## src/rtl/gfx_cmd_pkg.sv

```systemverilog
// Shared definitions for the graphics command path.
// Used by the serializer and by the command/control unit that consumes its byte stream:
//   - opcode bytes for point and line commands
//   - operand counts per command
//   - FSM state encoding
//   - counter widths
package gfx_cmd_pkg;

    localparam logic [7:0] OP_POINT = 8'd80;
    localparam logic [7:0] OP_LINE  = 8'd76;

    localparam int unsigned POINT_OPERANDS = 3;  // xs, ys, color
    localparam int unsigned LINE_OPERANDS  = 5;  // xs, ys, xe, ye, color

    localparam int unsigned IDX_W = 3;
    localparam int unsigned GAP_W = 8;

    typedef enum logic [1:0] {
        StIdle,
        StOpcode,
        StOperand,
        StGap
    } state_e;

endpackage

```

## src/rtl/gap_timer.sv

```systemverilog
// Loadable down-counter with a done flag. It times the idle gap after a command.
// Ports:
//   clk        rising-edge clock
//   rst        asynchronous active-high reset; clears the count
//   i_load     load i_load_val into the counter
//   i_load_val gap length in cycles
//   i_en       decrement enable; the count saturates at 0
//   o_done     high during the final gap cycle (count <= 1)
module gap_timer
    import gfx_cmd_pkg::*;
#(
    parameter int unsigned WIDTH = GAP_W
) (
    input  logic             clk,
    input  logic             rst,
    input  logic             i_load,
    input  logic [WIDTH-1:0] i_load_val,
    input  logic             i_en,
    output logic             o_done
);

    logic [WIDTH-1:0] r_count;

    always_ff @(posedge clk or posedge rst) begin
        if (rst) begin
            r_count <= '0;
        end else if (i_load) begin
            r_count <= i_load_val;
        end else if (i_en && (r_count != '0)) begin
            r_count <= r_count - WIDTH'(1);
        end
    end

    assign o_done = (r_count <= WIDTH'(1));

endmodule

```

## src/rtl/cmd_serializer.sv

```systemverilog
// Serializes point/line draw requests into a byte stream, one byte per clock.
//   Point stream: 80, xs, ys, color
//   Line stream:  76, xs, ys, xe, ye, color
// Each stream is followed by an idle gap of POINT_GAP or LINE_GAP cycles.
// Ports:
//   clk, rst                         clock; asynchronous active-high reset
//   req_valid / req_ready            request handshake; ready only in IDLE
//   req_op                           0 = point, 1 = line
//   req_xs, req_ys, req_xe, req_ye   draw coordinates
//   req_color                        draw colour
//   cmd / cmd_valid                  registered byte stream
//   busy                             high in every state except IDLE
module cmd_serializer
    import gfx_cmd_pkg::*;
#(
    parameter logic [7:0]  IDLE_BYTE = 8'd0,
    parameter int unsigned POINT_GAP = 2,
    parameter int unsigned LINE_GAP  = 16
) (
    input  logic       clk,
    input  logic       rst,
    input  logic       req_valid,
    output logic       req_ready,
    input  logic       req_op,
    input  logic [7:0] req_xs,
    input  logic [7:0] req_ys,
    input  logic [7:0] req_xe,
    input  logic [7:0] req_ye,
    input  logic [7:0] req_color,
    output logic [7:0] cmd,
    output logic       cmd_valid,
    output logic       busy
);

    state_e           r_state;
    logic [IDX_W-1:0] r_idx;
    logic             r_op;
    logic [7:0]       r_xs, r_ys, r_xe, r_ye, r_color;
    logic [7:0]       r_cmd;
    logic             r_cmd_valid;

    logic             w_accept;
    logic [IDX_W-1:0] w_last_idx;
    logic [IDX_W-1:0] w_sel_idx;
    logic [GAP_W-1:0] w_gap_val;
    logic             w_at_last;
    logic             w_gap_load;
    logic             w_gap_done;
    logic [7:0]       w_operand;

    assign req_ready  = (r_state == StIdle);
    assign busy       = (r_state != StIdle);
    assign cmd        = r_cmd;
    assign cmd_valid  = r_cmd_valid;

    assign w_accept   = req_valid && req_ready;
    assign w_last_idx = r_op ? IDX_W'(LINE_OPERANDS - 1) : IDX_W'(POINT_OPERANDS - 1);
    assign w_gap_val  = r_op ? GAP_W'(LINE_GAP) : GAP_W'(POINT_GAP);
    assign w_at_last  = (r_state == StOperand) && (r_idx == w_last_idx);
    assign w_gap_load = w_at_last && (w_gap_val != '0);

    // Index of the operand to drive at the next edge: first operand after the opcode,
    // otherwise the one following the operand currently on cmd.
    assign w_sel_idx  = (r_state == StOpcode) ? '0 : r_idx + IDX_W'(1);

    always_comb begin
        w_operand = r_color;
        if (r_op) begin
            case (w_sel_idx)
                IDX_W'(0): w_operand = r_xs;
                IDX_W'(1): w_operand = r_ys;
                IDX_W'(2): w_operand = r_xe;
                IDX_W'(3): w_operand = r_ye;
                default:   w_operand = r_color;
            endcase
        end else begin
            case (w_sel_idx)
                IDX_W'(0): w_operand = r_xs;
                IDX_W'(1): w_operand = r_ys;
                default:   w_operand = r_color;
            endcase
        end
    end

    gap_timer #(
        .WIDTH (GAP_W)
    ) u_gap_timer (
        .clk        (clk),
        .rst        (rst),
        .i_load     (w_gap_load),
        .i_load_val (w_gap_val),
        .i_en       (r_state == StGap),
        .o_done     (w_gap_done)
    );

    always_ff @(posedge clk or posedge rst) begin
        if (rst) begin
            r_state     <= StIdle;
            r_idx       <= '0;
            r_op        <= 1'b0;
            r_xs        <= '0;
            r_ys        <= '0;
            r_xe        <= '0;
            r_ye        <= '0;
            r_color     <= '0;
            r_cmd       <= IDLE_BYTE;
            r_cmd_valid <= 1'b0;
        end else begin
            case (r_state)
                StIdle: begin
                    if (w_accept) begin
                        r_op        <= req_op;
                        r_xs        <= req_xs;
                        r_ys        <= req_ys;
                        r_xe        <= req_xe;
                        r_ye        <= req_ye;
                        r_color     <= req_color;
                        r_cmd       <= req_op ? OP_LINE : OP_POINT;
                        r_cmd_valid <= 1'b1;
                        r_state     <= StOpcode;
                    end
                end
                StOpcode: begin
                    r_idx   <= '0;
                    r_cmd   <= w_operand;
                    r_state <= StOperand;
                end
                StOperand: begin
                    if (w_at_last) begin
                        r_cmd       <= IDLE_BYTE;
                        r_cmd_valid <= 1'b0;
                        // A zero-length gap returns straight to IDLE.
                        r_state     <= (w_gap_val != '0) ? StGap : StIdle;
                    end else begin
                        r_idx <= r_idx + IDX_W'(1);
                        r_cmd <= w_operand;
                    end
                end
                StGap: begin
                    if (w_gap_done) begin
                        r_state <= StIdle;
                    end
                end
                default: r_state <= StIdle;
            endcase
        end
    end

endmodule

```

## config.mk

```make
export PLATFORM = sky130hd
export DESIGN_NAME = cmd_serializer
export DESIGN_NICKNAME = d
export VERILOG_FILES = /design/src/rtl/gfx_cmd_pkg.sv /design/src/rtl/gap_timer.sv /design/src/rtl/cmd_serializer.sv
export SDC_FILE = /design/constraint.sdc
export NUM_CORES = 1
export LEC_CHECK = 0
export BUFFER_PORTS_ARGS = -buffer_cell sky130_fd_sc_hd__buf_2
export CORE_AREA = 3 3 95 97
export CTS_BUF_LIST = sky130_fd_sc_hd__clkbuf_16
export DETAILED_ROUTE_END_ITERATION = 12
export DIE_AREA = 0 0 98 100
export SYNTH_ARGS = -nofsm -noshare
export SYNTH_HDL_FRONTEND = slang
export SYNTH_SLANG_ARGS = --single-unit
export TNS_END_PERCENT = 5
```

## constraint.sdc

```tcl
create_clock -name clk -period 3.3 [get_ports clk]
set_clock_uncertainty 0.05 [all_clocks]
set_input_delay 0.165 -clock clk [delete_from_list [all_inputs] [get_ports clk]]
set_output_delay 0.165 -clock clk [all_outputs]
set_load 0.01 [all_outputs]
```

==> flow_summary.toml, run 1 <==
[status]
status = "finished clean"

[logic_synthesis]
yosysTopAreaCell = "dfrtp_1"
ys.flop_type = "dfrtp_1"
synth_cell_types = 54
syn_area_mm2 = 0.00325
syn_avg_cell_area_um2 = 11.6
yosysWarnings = 0
synth_nets = 332
netlist_instances = 280
synth-async-reset-ratio_pct = 100
ys_ff_latch = 63
synth.top_cells.by_area = "dfrtp_1 (48%), mux2_2 (15%), ha_1 (3.1%)"
synth.yosys.seq_area_share_pct = 48.5
synth_top_area_share_pct = 48.5
synth_edf_count = 0

[power]
leakagePower_nw = 1.75
power_mw = 4.20
pwr_density_cell_mw_per_mm2 = 1080
ir_drop_v = 0.000474

[global_route]
grt_use_met2_pct = 23.8
grt_max_degree = 42
grt_use_met3_pct = 4.31
antenna_found_initial = 0
grtUsageMet1_pct = 20.8
gr-usage-all-layers_pct = 15.0
grt_pass1_wl_um = 11800
busiest_layer = "met2"
grt_pass1_vias = 2334
grt.overflow.total = 0

[routing]
via_per_inst = 5.28
drt_iter0_drc = 132
antenna_left = 0
dr.pass1.iters = 4
drc_errors = 0
drt-total-wl_um = 7130
vias = 2345
avgRoutedWirePerCell_um = 16.1

[place]
io_buffer_count = 54
gp_congestion = 0.796
dpl.hpwl_um = 5160
dp_cells = 427

[cells_and_area]
layout_commonest_cell = "dfrtp_1"
area_growth_pct = 19.8
layout_common_cells = "dfrtp_1 (63), buf_2 (54), mux2_2 (42)"
fin_nets = 386
fill_cells = 762
diodes = 0
post-route-util_pct = 47.4
drive_gt1_share_pct = 38.3
final-instance-count-excl-fill = 444

[floorplanning]
io_pins = 55
die_area_mm2 = 0.00980
start_util_pct = 39.6
die_x_um = 98
fp-row-count = 33
core_mm2 = 0.00822
die_height_um = 100

[cts]
clockBufferDepth = 2
htreeDepth = 3
clk_latency_ps = 320
tritoncts = "done"
numCtsBuffers = 9
cts_root_buffer = "clkbuf_16"
clk_pin_slew_ps = 60
numClockSinks = 63

[sta]
hold_violations = 0
finalSetupViolations = 0
worstMarginPinSlew_ps = 942
maxSlewViolCount = 0
setup_tns_ps = 0
slew_headroom_pct = 37.0
period_needed_ps = 2280
rsz0062_at_grt = "false"
fmax_mhz = 439
post-route-period-util_pct = 69.0
worst_hold_slack_ps = 20.1

[worst_setup_path]
path_class = "reg2reg"
cp_max_fo = 8
crit_path_start_kind = "register"
cp_data_required_time_ps = 3430
reg2regPathDepth = 5
cp-end-kind = "register"
cp.arrival_ps = 2400

[hold_path]
hold_path.class = "in2reg"
min_path_cells = 2

[job]
cap_violations = 0
worst paths after layout:
kind	from	endpoint	slack, ps
worst max-delay path	r_idx[0]	cmd[4]	1020
worst min-delay path	req_ye[4]	r_ye[4]	20
worst max register to register	r_idx[0]	cmd[4]	1020
worst min register to register	cmd[5]	cmd[5]	450
max in group asynchronous	rst	cmd[4]	1860
min in group asynchronous	rst	r_ye[7]	500
power by group:
group | switching, mW | internal, mW | leakage (nW)
Clock | 0.364 | 0.515 | 0.133
Combinational | 0.948 | 0.900 | 0.851
Sequential | 0.321 | 1.15 | 0.762
Total | 1.63 | 2.57 | 1.75
critical path, cell delays in order (launching register included):
cell and delay (ps):
dfrtp_1 440, ha_1 270, xnor2_1 570, a21oi_1 210, a221oi_1 440, o211ai_1 150
routing by layer:
metal | vias to the layer above | part of all wire [%]
met5 | - | 0
met3 | 2 | 4.7
li1 | 1143 | -
met4 | 0 | 0.34
met2 | 56 | 46
met1 | 1144 | 49
area by class of cell:
cell class	instances	area, µm²	share of cell area, %
Multi-Input combinational cell	194	1580	40.6
Sequential cell	63	1580	40.4
Timing Repair Buffer	57	295	7.57
Clock buffer	9	225	5.78
Tap cell	105	131	3.37
Clock inverter	7	55.1	1.41
Inverter	9	33.8	0.866
cells in the mapped netlist (3+ instances only):
library cell,count
mux2i_1,10
o211ai_1,4
nor4_1,4
a211o_1,3
buf_1,5
or3b_2,4
mux2_2,42
a31oi_1,4
dfrtp_1,63
nand3_1,4
inv_1,9
clkbuf_1,4
o31ai_1,3
a21oi_1,10
o21ai_0,5
nor2_1,20
a211oi_1,9
and2_1,4
ha_1,8
a221oi_1,3
nand2_1,14
xnor2_1,4
sequential cells by signal, indices dropped and copies added, names as in the netlist:
| name | cells |
|---|---|
| r_xs | 8 |
| r_color | 8 |
| u_gap_timer.r_count | 8 |
| r_state | 2 |
| r_xe | 8 |
| r_ys | 8 |
| cmd_valid | 1 |
| r_op | 1 |
| r_ye | 8 |
| r_idx | 3 |
| cmd | 8 |
stage by stage:
step / area [µm²] / setup slack, ps
after detailed placement: 3610 / 1060
final: 3900 / 1020
after CTS: 3900 / 1040
after floorplan: 3250 / 1420
after global routing: 3900 / 824
after global placement: 3610 / 1040
cell families after synthesis:
logic type	synth area share (%)
xor gates and xnor gates	1.62
buffers and inverters	3.00
DFF	48.5
adders and majority gates	3.08
AOI/OAI and AO/OA	12.7
and+or+nand+nor	13.2
muxes	18.0
what timing repair did:
action	CTS	global route
buffers inserted	0	0
hold buffers	1	0
gates resized for setup	0	0
hold endpoints to repair	38	0
No activity file was read; power rests on OpenSTA's default activity.
==> run 2: changes to the inputs <==
ABC_AREA = 1   (was default)
CORE_AREA = 3 3 94 96   (was 3 3 95 97)
DIE_AREA = 0 0 97 99   (was 0 0 98 100)
clock period = 2.2 ns   (was 3.3 ns; I/O delays follow)
==> flow_summary.toml, run 2 <==
[status]
status = "finished clean"

[sta]
setup_tns_ps = 0
rsz0062_at_grt = "false"
hold_violations = 0
post-route-period-util_pct = 88.8
worst_slack_ps = 246
slew_headroom_pct = 62.6
fmax_mhz = 512
worstMarginPinSlew_ps = 560
period_needed_ps = 1950
maxSlewViolCount = 0
finalSetupViolations = 0

[floorplanning]
start_util_pct = 39.7
core_mm2 = 0.00813
die_height_um = 99
io_pins = 55
fp-row-count = 33
die_x_um = 97
die_area_mm2 = 0.00960

[cells_and_area]
fill_cells = 742
final-instance-count-excl-fill = 579
area_growth_pct = 33.3
drive_gt1_share_pct = 24.9
seq_area_mm2 = 0.00158
diodes = 0
post-route-util_pct = 52.9
multi_input_area_mm2 = 0.00144
fin_nets = 521
layout_commonest_cell = "dfrtp_1"
layout_common_cells = "dfrtp_1 (63), nand2_1 (61), buf_2 (54)"
design_area_mm2 = 0.00430

[logic_synthesis]
synth.yosys.seq_area_share_pct = 48.8
synth-async-reset-ratio_pct = 100
synth_cell_types = 29
yosysWarnings = 0
synth_top_area_share_pct = 48.8
ys_ff_latch = 63
ys_top_cells_by_count = "dfrtp_1 (63), nand2_1 (63), nor2_1 (42)"
synth.top_cells.by_area = "dfrtp_1 (49%), mux2_2 (8.7%), nand2_1 (7.3%)"
synth_edf_count = 0
syn_area_mm2 = 0.00323
yosysTopAreaCell = "dfrtp_1"
synth_nets = 424
netlist_instances = 372
syn_avg_cell_area_um2 = 8.68
ys.flop_type = "dfrtp_1"

[place]
io_buffer_count = 54
place_area_mm2 = 0.00365
dp_cells = 526
gp_congestion = 0.901
dpl.hpwl_um = 5680
place_ws_ps = 228

[worst_setup_path]
regToRegSetupSlack_ps = 250
cp_data_required_time_ps = 2400
cp-endpoint = "cmd[7]"
crit-reg2reg-launch = "r_state[1]"
cp_cell_sequence = "inv_1 > ha_1 > inv_2 > nand2_2 > nor2_2 > nand2_1 > o21ai_1 > inv_1 > nand2_1 > nand2_1 > o21ai_1"
reg2reg_to = "cmd[7]"
timing.critical_path.from = "r_state[1]"
critPathSlowestCell = "dfrtp_1"
cp_max_fo = 9
critPathMostFrequentCell = "nand2_1"
reg2regPathDepth = 11
cp-end-kind = "register"
path_class = "reg2reg"
cp.arrival_ps = 2150
max_stage_delay_ps = 390
crit_path_start_kind = "register"

[routing]
antenna_left = 0
via_per_inst = 4.85
drt-total-wl_um = 7960
drc_errors = 0
drt_iter0_drc = 159
vias = 2811
dr.pass1.iters = 4
avgRoutedWirePerCell_um = 13.7

[global_route]
grt.overflow.total = 0
antenna_found_initial = 0
grt_max_degree = 41
grt_pass1_wl_um = 14000
gr-usage-all-layers_pct = 18.0
grt_pass1_vias = 2846

[cts]
htreeDepth = 3
numClockSinks = 63
cts_root_buffer = "clkbuf_16"
numCtsBuffers = 9
clk_pin_slew_ps = 50
tritoncts = "done"
clk_latency_ps = 320
clockBufferDepth = 2
cts_setup_buffers = 0

[hold_path]
hp-start = "req_xe[5]"
hold_path.class = "in2reg"

[job]
cap_violations = 0

[power]
pwr_density_cell_mw_per_mm2 = 1490
leakagePower_nw = 2.12
ir_drop_v = 0.000648
-- run 2: changes by cell type after synthesis, moves of 16 or more --
cell,previous run,this run
inv_1,9,40
mux2_2,42,25
o21ai_0,5,21
nand2_1,14,63
nor2_1,20,42
a21oi_1,10,30
nand3_1,4,27
-- run 2: metal layers --
layer / track usage [%] / share of wire [%] / up-vias
met1: 25.4 / 50 / 1309
li1: - / - / 1424
met4: 6.48 / 1.0 / 0
met2: 27.8 / 44 / 71
met3: 3.54 / 5.1 / 7
met5: 0 / 0 / -
-- run 2: stage by stage --
step	hold slack (ps)	total power [mW]
2_1_floorplan	211	4.24
3_3_place_gp	138	4.96
3_5_place_dp	137	5.03
4_1_cts	6.36	6.44
5_1_grt	15.6	7.05
6_report	6.69	6.43
-- run 2: cell type report --
| cell class | count | share of cell area (%) |
|---|---|---|
| sequential | 63 | 36.6 |
| multi-input combinational | 256 | 33.5 |
| clock inverter | 7 | 1.34 |
| inverter | 44 | 3.84 |
| clock buffer | 9 | 5.23 |
| timing repair buffer | 95 | 16.5 |
| tap | 105 | 3.05 |
-- run 2: where the power goes --
group	switching (mW)	internal [mW]	total, mW
sequential	0.351	1.72	2.07
combinational	1.84	1.19	3.03
clock	0.479	0.857	1.34
-- run 2: repair_timing --
item,CTS,global route
endpoints found under the setup margin,0,3
hold endpoints to repair,59,0
gates resized for setup,0,2
hold buffers,37,0
-- run 2: how the worst min path moves through the flow --
stage	to	slack [ps]	cells past startpoint
finish	r_xe[5]	7	3
global route	r_xe[5]	20	3
CTS	r_op	6	3
detailed placement	r_ys[4]	140	2
global placement	r_ys[4]	140	2
floorplan	r_color[3]	210	1
-- run 2: worst max-delay path, delay by kind of cell, from the launching register on --
kind / cells / cell delay, ps
simple gates: 5 / 630
flops: 1 / 390
compound gates: 2 / 320
buf+inv: 3 / 290
fa+ha+maj: 1 / 210
-- run 2: cells by family (layout without fill, tap and decap cells) --
kind of cell / Yosys count / count (layout) / synth area share [%]
AOI/OAI and AO/OA: 69 / 69 / 11.7
xor gates and xnor gates: 1 / 1 / 0.271
adders and majority gates: 8 / 8 / 3.10
buffers and inverters: 53 / 155 / 6.74
DFF: 63 / 63 / 48.8
muxes: 25 / 25 / 8.72
and+or+nand+nor: 153 / 153 / 20.7
